**src/rtl/sequence_pattern_transmitter_pkg.sv**
```systemverilog
// Shared types and defaults for the serial pattern transmitter.
package seq_tx_pkg;

  typedef enum logic [1:0] {
    IDLE   = 2'd0,
    SEND   = 2'd1,
    FINISH = 2'd2
  } seq_tx_state_t;

  localparam logic IDLE_LEVEL_DEFAULT = 1'b0;

endpackage

```
**src/rtl/sequence_pattern_transmitter_if.sv**
```systemverilog
// Pattern load port: valid/ready handshake carrying pattern, length and repeat count, plus abort.
interface sequence_pattern_transmitter_if #(
  parameter int WIDTH = 8,
  parameter int LEN_W = $clog2(WIDTH + 1),
  parameter int REP_W = 4
) ();

  logic             load_valid;
  logic             load_ready;
  logic [WIDTH-1:0] load_data;
  logic [LEN_W-1:0] load_len;
  logic [REP_W-1:0] load_repeat;
  logic             abort;

  modport master (
    output load_valid, load_data, load_len, load_repeat, abort,
    input  load_ready
  );

  modport slave (
    input  load_valid, load_data, load_len, load_repeat, abort,
    output load_ready
  );

endinterface

```
**src/rtl/sequence_pattern_transmitter.sv**
```systemverilog
// Shifts a loaded pattern out MSB-first, repeated back-to-back; first bit one cycle after accept.
// Loads are refused while sending or while abort is high; the serial side has no backpressure.
module sequence_pattern_transmitter
  import seq_tx_pkg::*;
#(
  parameter int   WIDTH      = 8,
  parameter int   LEN_W      = $clog2(WIDTH + 1),
  parameter int   REP_W      = 4,
  parameter logic IDLE_LEVEL = IDLE_LEVEL_DEFAULT
) (
  input  logic                         clk,
  input  logic                         reset,
  sequence_pattern_transmitter_if.slave lp,
  output logic                         data_out,
  output logic                         bit_valid,
  output logic                         last,
  output logic                         busy,
  output logic                         done
);

  seq_tx_state_t    state_q, state_d;
  logic [WIDTH-1:0] shift_q, pat_q;
  logic [LEN_W-1:0] len_q, bit_cnt_q;
  logic [REP_W-1:0] rep_cnt_q;

  logic [LEN_W-1:0] len_clamped;
  logic [REP_W-1:0] rep_eff;
  logic [LEN_W:0]   shamt;
  logic [WIDTH-1:0] aligned;
  logic             accept;
  logic             send_end;

  // Left-align the right-justified pattern so bit len-1 sits at the shift MSB.
  always_comb begin
    len_clamped = (lp.load_len > LEN_W'(WIDTH)) ? LEN_W'(WIDTH) : lp.load_len;
    rep_eff     = (lp.load_repeat == '0) ? REP_W'(1) : lp.load_repeat;
    shamt       = (LEN_W + 1)'(WIDTH) - {1'b0, len_clamped};
    aligned     = lp.load_data << shamt;
  end

  assign lp.load_ready = ((state_q == IDLE) || (state_q == FINISH)) && !lp.abort;
  assign accept        = lp.load_valid && lp.load_ready;
  assign send_end      = (bit_cnt_q == '0) && (rep_cnt_q == REP_W'(1));
  assign busy          = (state_q != IDLE);

  always_ff @(posedge clk or negedge reset) begin
    if (!reset) state_q <= IDLE;
    else        state_q <= state_d;
  end

  always_comb begin
    state_d = state_q;
    case (state_q)
      IDLE: begin
        if (accept) state_d = (len_clamped == '0) ? FINISH : SEND;
      end
      SEND: begin
        if (lp.abort)     state_d = IDLE;
        else if (send_end) state_d = FINISH;
      end
      FINISH: begin
        if (accept) state_d = (len_clamped == '0) ? FINISH : SEND;
        else        state_d = IDLE;
      end
      default: state_d = IDLE;
    endcase
  end

  always_ff @(posedge clk or negedge reset) begin
    if (!reset) begin
      shift_q   <= '0;
      pat_q     <= '0;
      len_q     <= '0;
      bit_cnt_q <= '0;
      rep_cnt_q <= '0;
      data_out  <= IDLE_LEVEL;
      bit_valid <= 1'b0;
      last      <= 1'b0;
      done      <= 1'b0;
    end else begin
      data_out  <= IDLE_LEVEL;
      bit_valid <= 1'b0;
      last      <= 1'b0;
      done      <= (state_q == FINISH);
      if (accept) begin
        shift_q   <= aligned;
        pat_q     <= aligned;
        len_q     <= len_clamped;
        bit_cnt_q <= (len_clamped == '0) ? '0 : len_clamped - LEN_W'(1);
        rep_cnt_q <= rep_eff;
      end else if ((state_q == SEND) && !lp.abort) begin
        data_out  <= shift_q[WIDTH-1];
        bit_valid <= 1'b1;
        last      <= send_end;
        if (bit_cnt_q == '0) begin
          // Reload in the same cycle as the final bit so repeats run gap-free.
          if (!send_end) begin
            shift_q   <= pat_q;
            bit_cnt_q <= len_q - LEN_W'(1);
            rep_cnt_q <= rep_cnt_q - REP_W'(1);
          end
        end else begin
          shift_q   <= shift_q << 1;
          bit_cnt_q <= bit_cnt_q - LEN_W'(1);
        end
      end
    end
  end

endmodule

```
**src/flat_wrapper.sv**
```systemverilog
// flat-port wrapper written by rule: the top's interface ports become plain ports
module sequence_pattern_transmitter_flat import seq_tx_pkg::*;
#(
  parameter int   WIDTH      = 8,
  parameter int   LEN_W      = $clog2(WIDTH + 1),
  parameter int   REP_W      = 4,
  parameter logic IDLE_LEVEL = IDLE_LEVEL_DEFAULT
)
  (clk, reset, data_out, bit_valid, last, busy, done, lp_load_valid, lp_load_data, lp_load_len, lp_load_repeat, lp_abort, lp_load_ready);
  sequence_pattern_transmitter_if #(.WIDTH(WIDTH), .LEN_W(LEN_W), .REP_W(REP_W)) lp_i ();
  input  logic clk;
  input  logic reset;
  output logic data_out;
  output logic bit_valid;
  output logic last;
  output logic busy;
  output logic done;
  input wire logic [$bits(lp_i.load_valid)-1:0] lp_load_valid;
  input wire logic [$bits(lp_i.load_data)-1:0] lp_load_data;
  input wire logic [$bits(lp_i.load_len)-1:0] lp_load_len;
  input wire logic [$bits(lp_i.load_repeat)-1:0] lp_load_repeat;
  input wire logic [$bits(lp_i.abort)-1:0] lp_abort;
  output wire logic [$bits(lp_i.load_ready)-1:0] lp_load_ready;
  assign lp_i.load_valid = lp_load_valid;
  assign lp_i.load_data = lp_load_data;
  assign lp_i.load_len = lp_load_len;
  assign lp_i.load_repeat = lp_load_repeat;
  assign lp_i.abort = lp_abort;
  assign lp_load_ready = lp_i.load_ready;
  sequence_pattern_transmitter #(.WIDTH(WIDTH), .LEN_W(LEN_W), .REP_W(REP_W), .IDLE_LEVEL(IDLE_LEVEL)) u_core (.clk(clk), .reset(reset), .lp(lp_i), .data_out(data_out), .bit_valid(bit_valid), .last(last), .busy(busy), .done(done));
endmodule
```
**config.mk**
```make
export PLATFORM = sky130hd
export DESIGN_NAME = sequence_pattern_transmitter_flat
export DESIGN_NICKNAME = d
export VERILOG_FILES = /design/src/rtl/sequence_pattern_transmitter_pkg.sv /design/src/rtl/sequence_pattern_transmitter_if.sv /design/src/rtl/sequence_pattern_transmitter.sv /design/src/flat_wrapper.sv
export SDC_FILE = /design/constraint.sdc
export NUM_CORES = 1
export LEC_CHECK = 0
export CORE_MARGIN = 4
export CORE_UTILIZATION = 50
export CTS_BUF_LIST = sky130_fd_sc_hd__clkbuf_16
export CTS_CLUSTER_DIAMETER = 40
export DETAILED_ROUTE_END_ITERATION = 10
export PLACE_DENSITY = 0.7
export SETUP_SLACK_MARGIN = 0.4
export SLEW_MARGIN = 20
export SYNTH_ARGS = -nofsm -noshare
export SYNTH_HDL_FRONTEND = slang
export SYNTH_SLANG_ARGS = --single-unit
```
**constraint.sdc**
```tcl
create_clock -name clk -period 2.7 [get_ports clk]
set_input_delay 0.27 -clock clk [delete_from_list [all_inputs] [get_ports clk]]
set_output_delay 0.27 -clock clk [all_outputs]
set_load 0.03 [all_outputs]
```
==> After elaboration in Yosys (flattened, before gate mapping) <==
Cells that the tools add are included.
{ "totals": {"ff_bits": 34} }
{ "op_classes": {"add_sub_neg": 5, "magnitude_cmp": 1, "n_eq_ne": 7, "shifts": 1, "mux": 27, "n_reduce_logical": 16} }
{ "op_table": {"columns": ["operator", "count"], "rows": [
  ["two-way mux 4 bit", 11],
  ["two-way mux 8 bit", 4],
  ["subtractor 4 x 1 -> 4 bit (second input constant)", 4],
  ["zero test 4 bit", 3],
  ["two-way mux 2 bit", 5],
  ["left shift 8 x 5 -> 8 bit", 1],
  ["two-way mux 1 bit", 6],
  ["!= test 3 x 2 -> 1 bit (second input constant)", 2],
  ["one-hot mux 2 bit (3 select lines)", 1],
  ["nonzero test 2 bit", 3],
  ["subtractor 4 x 4 -> 5 bit (first input constant)", 1],
  ["== test 4 x 1 -> 1 bit (second input constant)", 1],
  ["> comparator 4 bit (second input constant)", 1],
  ["logical AND 1 bit", 4],
  ["!= test 2 x 1 -> 1 bit (second input constant)", 2],
  ["AND reduction 2 bit", 2],
  ["AND reduction 3 bit", 1],
  ["== test 2 x 1 -> 1 bit (second input constant)", 1],
  ["== test 2 bit (second input constant)", 1],
  ["zero test 2 bit", 1],
  ["zero test 1 bit", 1],
  ["logical OR 1 bit", 1]
]} }

==> Depth between registers and ports, before layout <==
{ "depth": {"ltp_word": 6, "ltp_mapped": 11, "ltp_nobuf": 8} }

==> Least setup slack after synthesis <==
OpenSTA, ideal clock, no wires.
{ "synth_timing": {"kind": "input -> register", "startpoint": "input lp_load_len[0]", "endpoint": "register u_core.shift_q[1]", "arrival_ns": 2.062, "required_time_ns": 2.623, "path_slack_ns": 0.561, "stages": 8, "path_buffers": 2, "path_cell_list": "buf_2 nor2b_1 inv_1 ha_1 clkbuf_1 a2111oi_0 nor2_1 a21oi_1"} }
{ "synth_between": {"elab_chain_len": 5} }
{ "synth_rtl": {"columns": ["element", "line", "rtl"], "rows": [
  ["from (decl)", "flat_wrapper.sv:20", "input wire logic [$bits(lp_i.load_len)-1:0] lp_load_len;"],
  ["> comparator 4 bit", "sequence_pattern_transmitter.sv:35", "len_clamped = (lp.load_len > LEN_W'(WIDTH)) ? LEN_W'(WIDTH) : lp.load_len;"],
  ["two-way mux 4 bit *", "sequence_pattern_transmitter.sv:35", null],
  ["net u_core.len_clamped[0]", "sequence_pattern_transmitter.sv:26", "logic [LEN_W-1:0] len_clamped;"],
  ["subtractor 4 x 4 -> 5 bit *", "sequence_pattern_transmitter.sv:37", "shamt = (LEN_W + 1)'(WIDTH) - {1'b0, len_clamped};"],
  ["left shift 8 x 5 -> 8 bit *", "sequence_pattern_transmitter.sv:38", "aligned = lp.load_data << shamt;"],
  ["two-way mux 8 bit *", "sequence_pattern_transmitter.sv:85", "if (accept) begin"],
  ["to (signal assigned)", "sequence_pattern_transmitter.sv:86", "shift_q <= aligned;"],
  ["to (signal assigned)", "sequence_pattern_transmitter.sv:98", "shift_q <= pat_q;"],
  ["to (signal assigned)", "sequence_pattern_transmitter.sv:103", "shift_q <= shift_q << 1;"],
  ["to (decl)", "sequence_pattern_transmitter.sv:22", "logic [WIDTH-1:0] shift_q, pat_q;"]
]} }
The timed path passes the listed nets; every way through them passes the cells marked *.
A chain may end at the register's enable or synchronous reset.

==> Worst setup path after layout <==
{ "layout_timing": {"startpoint": "input lp_load_len[0]", "endpoint": "register u_core.shift_q[3]"} }
The elaborated chain is that of the path after synthesis.

==> run metrics <==
num rows 23; clock latency on the worst-skew pair 280 ps; Setup crit start lp_load_len[0]; initial antenna violation count 0; GRT Util Overall 20.8%; die span in x 73.7 um; Starting DRT DRC Count 94; RSZ-0062 raised after global routing true; NetSw 597 uW; worst path required time 2910 ps; power share of the combinational group 27.8%; routing usage on met3 4.79%; R2R cell count 5; CP Capture Type flop; Post-Synthesis Cells 243; first drt pass iteration count 4; CP arrival 2360 ps; GRT met2 Usage 32.6%; Setup CP Type in -> reg; status complete, no violations; Net Count, Synth 268; Antenna Cells 0; Detail Placement HPWL 3690 um; core footprint 4090 um^2; met1 Usage GRT 28.7%; initial core utilization 52.8%; Sw Share 31.4%; CP endpoint u_core.shift_q[3]$_DFFE_PN0P_; Die Span Y 73.7 um; max_cap viols 0; Setup Skew 6.60 ps; Unique masters post-synth 55; PwrDens 714 nW/um^2; Final Setup Violations 0; clk sinks 34; Vias 1,927; Seq pwr share 39.2%; layout cells sized above 1 11.6%; global placement routability congestion 0.885; Main synth FF type dfrtp_1; Synthesis Warnings 0; first-pass GRT wire length 8670 um; # nets final 301; FFs w/ async S/R, synth 100%; Syn Std Cell Area 2160 um^2; CTS Root Cell clkbuf_16; largest net degree at the start of global routing 35; total negative slack 0 ps; Hold Violations, Final 0; Critical Path Start Type input pin; vias in the first global route 1,770; Final Cell Area 2660 um^2; setup repair bufs after CTS 0; Clock Pin Slew Worst Setup and Hold Paths 50 ps; FF+latch count, synth 34; Tmin final 2150 ps; Num CTS Buffers 5; Avg Cell Area, Syn 8.87 um^2; Clock Tree Buf Depth 2; GR peak layer met2; total congestion overflow 0; Int Power 1310 uW; most frequent cells in the layout dfrtp_1, nand2_1, clkdlybuf4s50_1; peak supply drop 0.000526 V; Final Cycle Share 79.8%; slew at the pin closest to its max-slew limit 825 ps; register area share after synthesis 39.5%; reg-to-reg endpoint u_core.rep_cnt_q[1]$_DFFE_PN0P_; residual DRC count 0; vias per cell 5.89; Pins Over Slew Limit 0; H-tree levels 2; fmax 0.464 GHz; # IOs 26; CTS tree built; Rel. slew slack 44.9%; Layout area overhead 23.6%; final wirelength 5210 um; Leakage Power 0.00117 uW; Worst Hold Class in -> async; Wirelength per Cell 15.9 um; Post-synth EDFFs 0; commonest non-fill, non-tap cell in the layout dfrtp_1; r2r setup slk 700 ps; Port-buffer cells 25; Die Area 5430 um^2; Clock power frac 32.9%; Antenna Violating Nets Remaining 0; DP Area 2500 um^2; crit path max fanout 11; Critical R2R Launch u_core.bit_cnt_q[1]$_DFFE_PN0P_
cells in the mapped netlist, drive strengths merged, types with 2 or more instances:
cell     n  area (um^2)
nor2    16         60.1
mux2i    7         70.1
and3     2         12.5
nand4    5         31.3
nand2b   6         37.5
nor3     6         30.0
inv      7         26.3
ha       5         62.6
a31oi    6         37.5
xor2     5         43.8
o31ai    4         30.0
a211oi   2         15.0
a21oi   11         55.1
clkbuf   6         22.5
or2      2         12.5
nand2   29          116
and2     2         12.5
or3b     2         17.5
nand3   10         50.1
nor2b    5         31.3
o21a     2         15.0
a22oi    4         35.0
o211ai   5         37.5
nor3b    4         35.0
nor4     3         33.8
o21ai   23          126
dfrtp   34          851
buf      8         61.3
a21o     5         37.5
power by group through the flow:
stage | sequential, uW | combinational (uW) | clock, uW
detailed placement | 752 | 526 | 0
floorplan | 732 | 379 | 0
global route | 764 | 592 | 659
CTS | 744 | 529 | 638
finish | 747 | 530 | 626
global placement | 751 | 518 | 0
what timing repair did:
item                                    CTS  global route
endpoints found under the setup margin    0            12
hold buffers                              0             0
resized for setup                         0             2
critical path: stages:
cell	delay [ps]
clkdlybuf4s50_1	470
nor2b_1	170
inv_1	70
ha_2	250
xnor2_1	550
nand2_1	180
o221ai_1	260
o21a_1	150
stage by stage:
step	hold WS (ps)	power, uW	cells	setup WS [ps]	util [%]
floorplan	-25.6	1110	243	561	-
global placement	460	1270	319	120	61.1
detailed placement	463	1280	319	113	61.1
CTS	417	1910	327	405	65.1
global route	439	2020	327	357	65.2
finish	407	1900	327	547	65.2
worst min-delay path by stage:
| stage | slack (ps) | cells past startpoint | to | from |
|---|---|---|---|---|
| after floorplan | -30 | 0 | u_core.bit_cnt_q[0]$_DFFE_PN0P_ | reset |
| after global placement | 460 | 1 | u_core.pat_q[0]$_DFFE_PN0N_ | u_core.pat_q[0]$_DFFE_PN0N_ |
| after detailed placement | 460 | 1 | u_core.pat_q[7]$_DFFE_PN0N_ | u_core.pat_q[7]$_DFFE_PN0N_ |
| after CTS | 420 | 2 | u_core.bit_cnt_q[0]$_DFFE_PN0P_ | reset |
| after global routing | 440 | 2 | u_core.bit_cnt_q[0]$_DFFE_PN0P_ | reset |
| final | 410 | 2 | u_core.bit_cnt_q[0]$_DFFE_PN0P_ | reset |
per-layer routing:
metal	vias to the layer above	part of all wire (%)
li1	960	-
met1	922	48
met2	38	46
met3	7	4.5
met4	0	1.3
met5	-	0
cells by family (layout without fill, tap and decap cells):
logic type      Yosys count  after routing  share of synthesized area [%]
fa+ha+maj                 6              6                           3.37
flops                    34             34                           39.5
buf+inv                  21             55                           5.11
compound gates           71             71                           21.5
xor+xnor                  6              6                           2.44
simple gates             97             97                           24.4
mux                       8              8                           3.77
flip-flops by register name, indices dropped and copies added, names as in the netlist:
name and count:
u_core.done 1, u_core.data_out 1, u_core.bit_valid 1, u_core.rep_cnt_q 4, u_core.shift_q 8, u_core.bit_cnt_q 4, u_core.last 1, u_core.state_q 2
u_core.pat_q 8, u_core.len_q 4
layout make-up:
class	instances	area, um^2
Inverter	7	26.3
Clock inverter	3	37.5
Sequential cell	34	851
Multi-Input combinational cell	188	1200
Timing Repair Buffer	40	363
Clock buffer	5	125
Tap cell	50	62.6
Fill cell	363	1420
Power figures use the tool's default switching activity.
==> variant, RTL diff (same flow settings) <==
Make the reset (`reset`) synchronous in 2 clocked blocks.
--- a/src/rtl/sequence_pattern_transmitter.sv
+++ b/src/rtl/sequence_pattern_transmitter.sv
@@ -45,3 +45,3 @@
 
-  always_ff @(posedge clk or negedge reset) begin
+  always_ff @(posedge clk) begin
     if (!reset) state_q <= IDLE;
@@ -68,3 +68,3 @@
 
-  always_ff @(posedge clk or negedge reset) begin
+  always_ff @(posedge clk) begin
     if (!reset) begin
Check against the original RTL: differs if reset is asserted again (counterexample within 4 cycles, from zero or initial values and one cycle with reset low); with reset held inactive, the same outputs for 10 cycles.
==> variant against the original RTL <==
Critical path depth decreased by 1; worst setup slack got worse by 0.034 ns; core utilization decreased by 0.13 points; sequential power decreased by 26%; total power decreased by 22%; routed wire length decreased by 5.3%; worst hold slack improved by 0.048 ns; final area decreased by 2.3%; sequential cell count unchanged; critical path type unchanged; sequential share of layout area decreased by 5.8 points; critical endpoint is now u_core.shift_q[4]; area after synthesis decreased by 3.9%.
==> variant: results (changes against the original RTL) <==
drtIter0Drc: 169  # was 94
async_flop_share: 0  # was 1.00
num_vias: 1958  # was 1927
avgSynthCellArea_sq_um: 8.49  # was 8.87 sq um
seq_area_frac_synth: 0.329  # was 0.395
synth_mux_area_frac: 0.0973  # was 0.0377
dpl.cell_count: 318  # was 319
vdd_drop_max_v: 0.000334  # was 0.000526 V
dp_hpwl_microns: 3590  # was 3690 microns
whs_ns: 0.454  # was 0.407 ns
yosysUniqueCellTypes: 49  # was 55
grt_max_degree: 29  # was 35
hold_class: "flop to flop"  # was input pin to asynchronous set/reset pin
placed_area_sq_mm: 0.00243  # was 0.00250 sq mm
synth_nets: 270  # was 268
relSlewSlack: 0.535  # was 0.449
crit_path_max_fanout: 7  # was 11
rrSetupSlack_ns: 0.65  # was 0.70 ns
fin_cells: 326  # was 327
status: "complete, no violations"  # unchanged
synth_compound_area_frac: 0.200  # was 0.215
synth_area_leaders: "dfxtp_1, mux4_2, a21oi_1"  # was dfrtp_1, nand2_1, o21ai_0
timing.fmax_mhz: 457  # was 464 MHz
synth_fa_ha_area_frac: 0.0363  # was 0.0337
grt_pass1_vias: 1736  # was 1770
gp_congestion: 0.852  # was 0.885
grt_use_total: 0.199  # was 0.208
==> variant: critical path: stages <==
cell,delay (ns)
clkdlybuf4s50_1,0.50
nand2b_1,0.17
ha_2,0.34
or3b_2,0.50
a21oi_1,0.14
o2111ai_1,0.17
a221oi_1,0.27
==> variant: logic make-up after synthesis <==
kind of cell             Yosys count
multiplexers                      13
buffers and inverters             26
adder cells (fa/ha/maj)            6
XOR/XNOR                           8
AO/OA/AOI/OAI                     60
flip-flops                        34
AND/OR/NAND/NOR                   97
==> variant: report_power, final <==
part	internal, mW	total (mW)	switching [mW]
sequential	0.532	0.555	0.0236
clock	0.428	0.626	0.199
combinational	0.148	0.310	0.162
==> variant: per-layer routing <==
layer | wire [microns] | part of all wire | up-vias | global-route usage
met5 | 0 | 0 | - | 0
met2 | 2290 | 0.46 | 60 | 0.315
met1 | 2290 | 0.47 | 928 | 0.271
li1 | - | - | 965 | -
met4 | 62 | 0.013 | 0 | 0.0689
met3 | 290 | 0.059 | 5 | 0.0374
==> variant: worst paths after layout <==
check                                    startpoint                 to  depth (start not counted)
worst max-delay path                 lp_load_len[3]  u_core.shift_q[4]                          7
worst min-delay path                u_core.pat_q[3]    u_core.pat_q[3]                          2
worst max register to register  u_core.bit_cnt_q[0]  u_core.shift_q[5]                          4
worst min register to register      u_core.pat_q[3]    u_core.pat_q[3]                          2
==> variant: what timing repair did <==
item | in CTS | in global routing
gates resized for setup | 0 | 2
setup buffers | 0 | 0
endpoints found under the setup margin | 0 | 8
==> variant: area by class of cell <==
class | count | area (sq um)
tap | 50 | 62.6
fill | 363 | 1400
sequential | 34 | 681
multi-input combinational | 184 | 1290
timing repair buffer | 41 | 370
inverter | 9 | 33.8
clock buffer | 5 | 125
clock inverter | 3 | 37.5
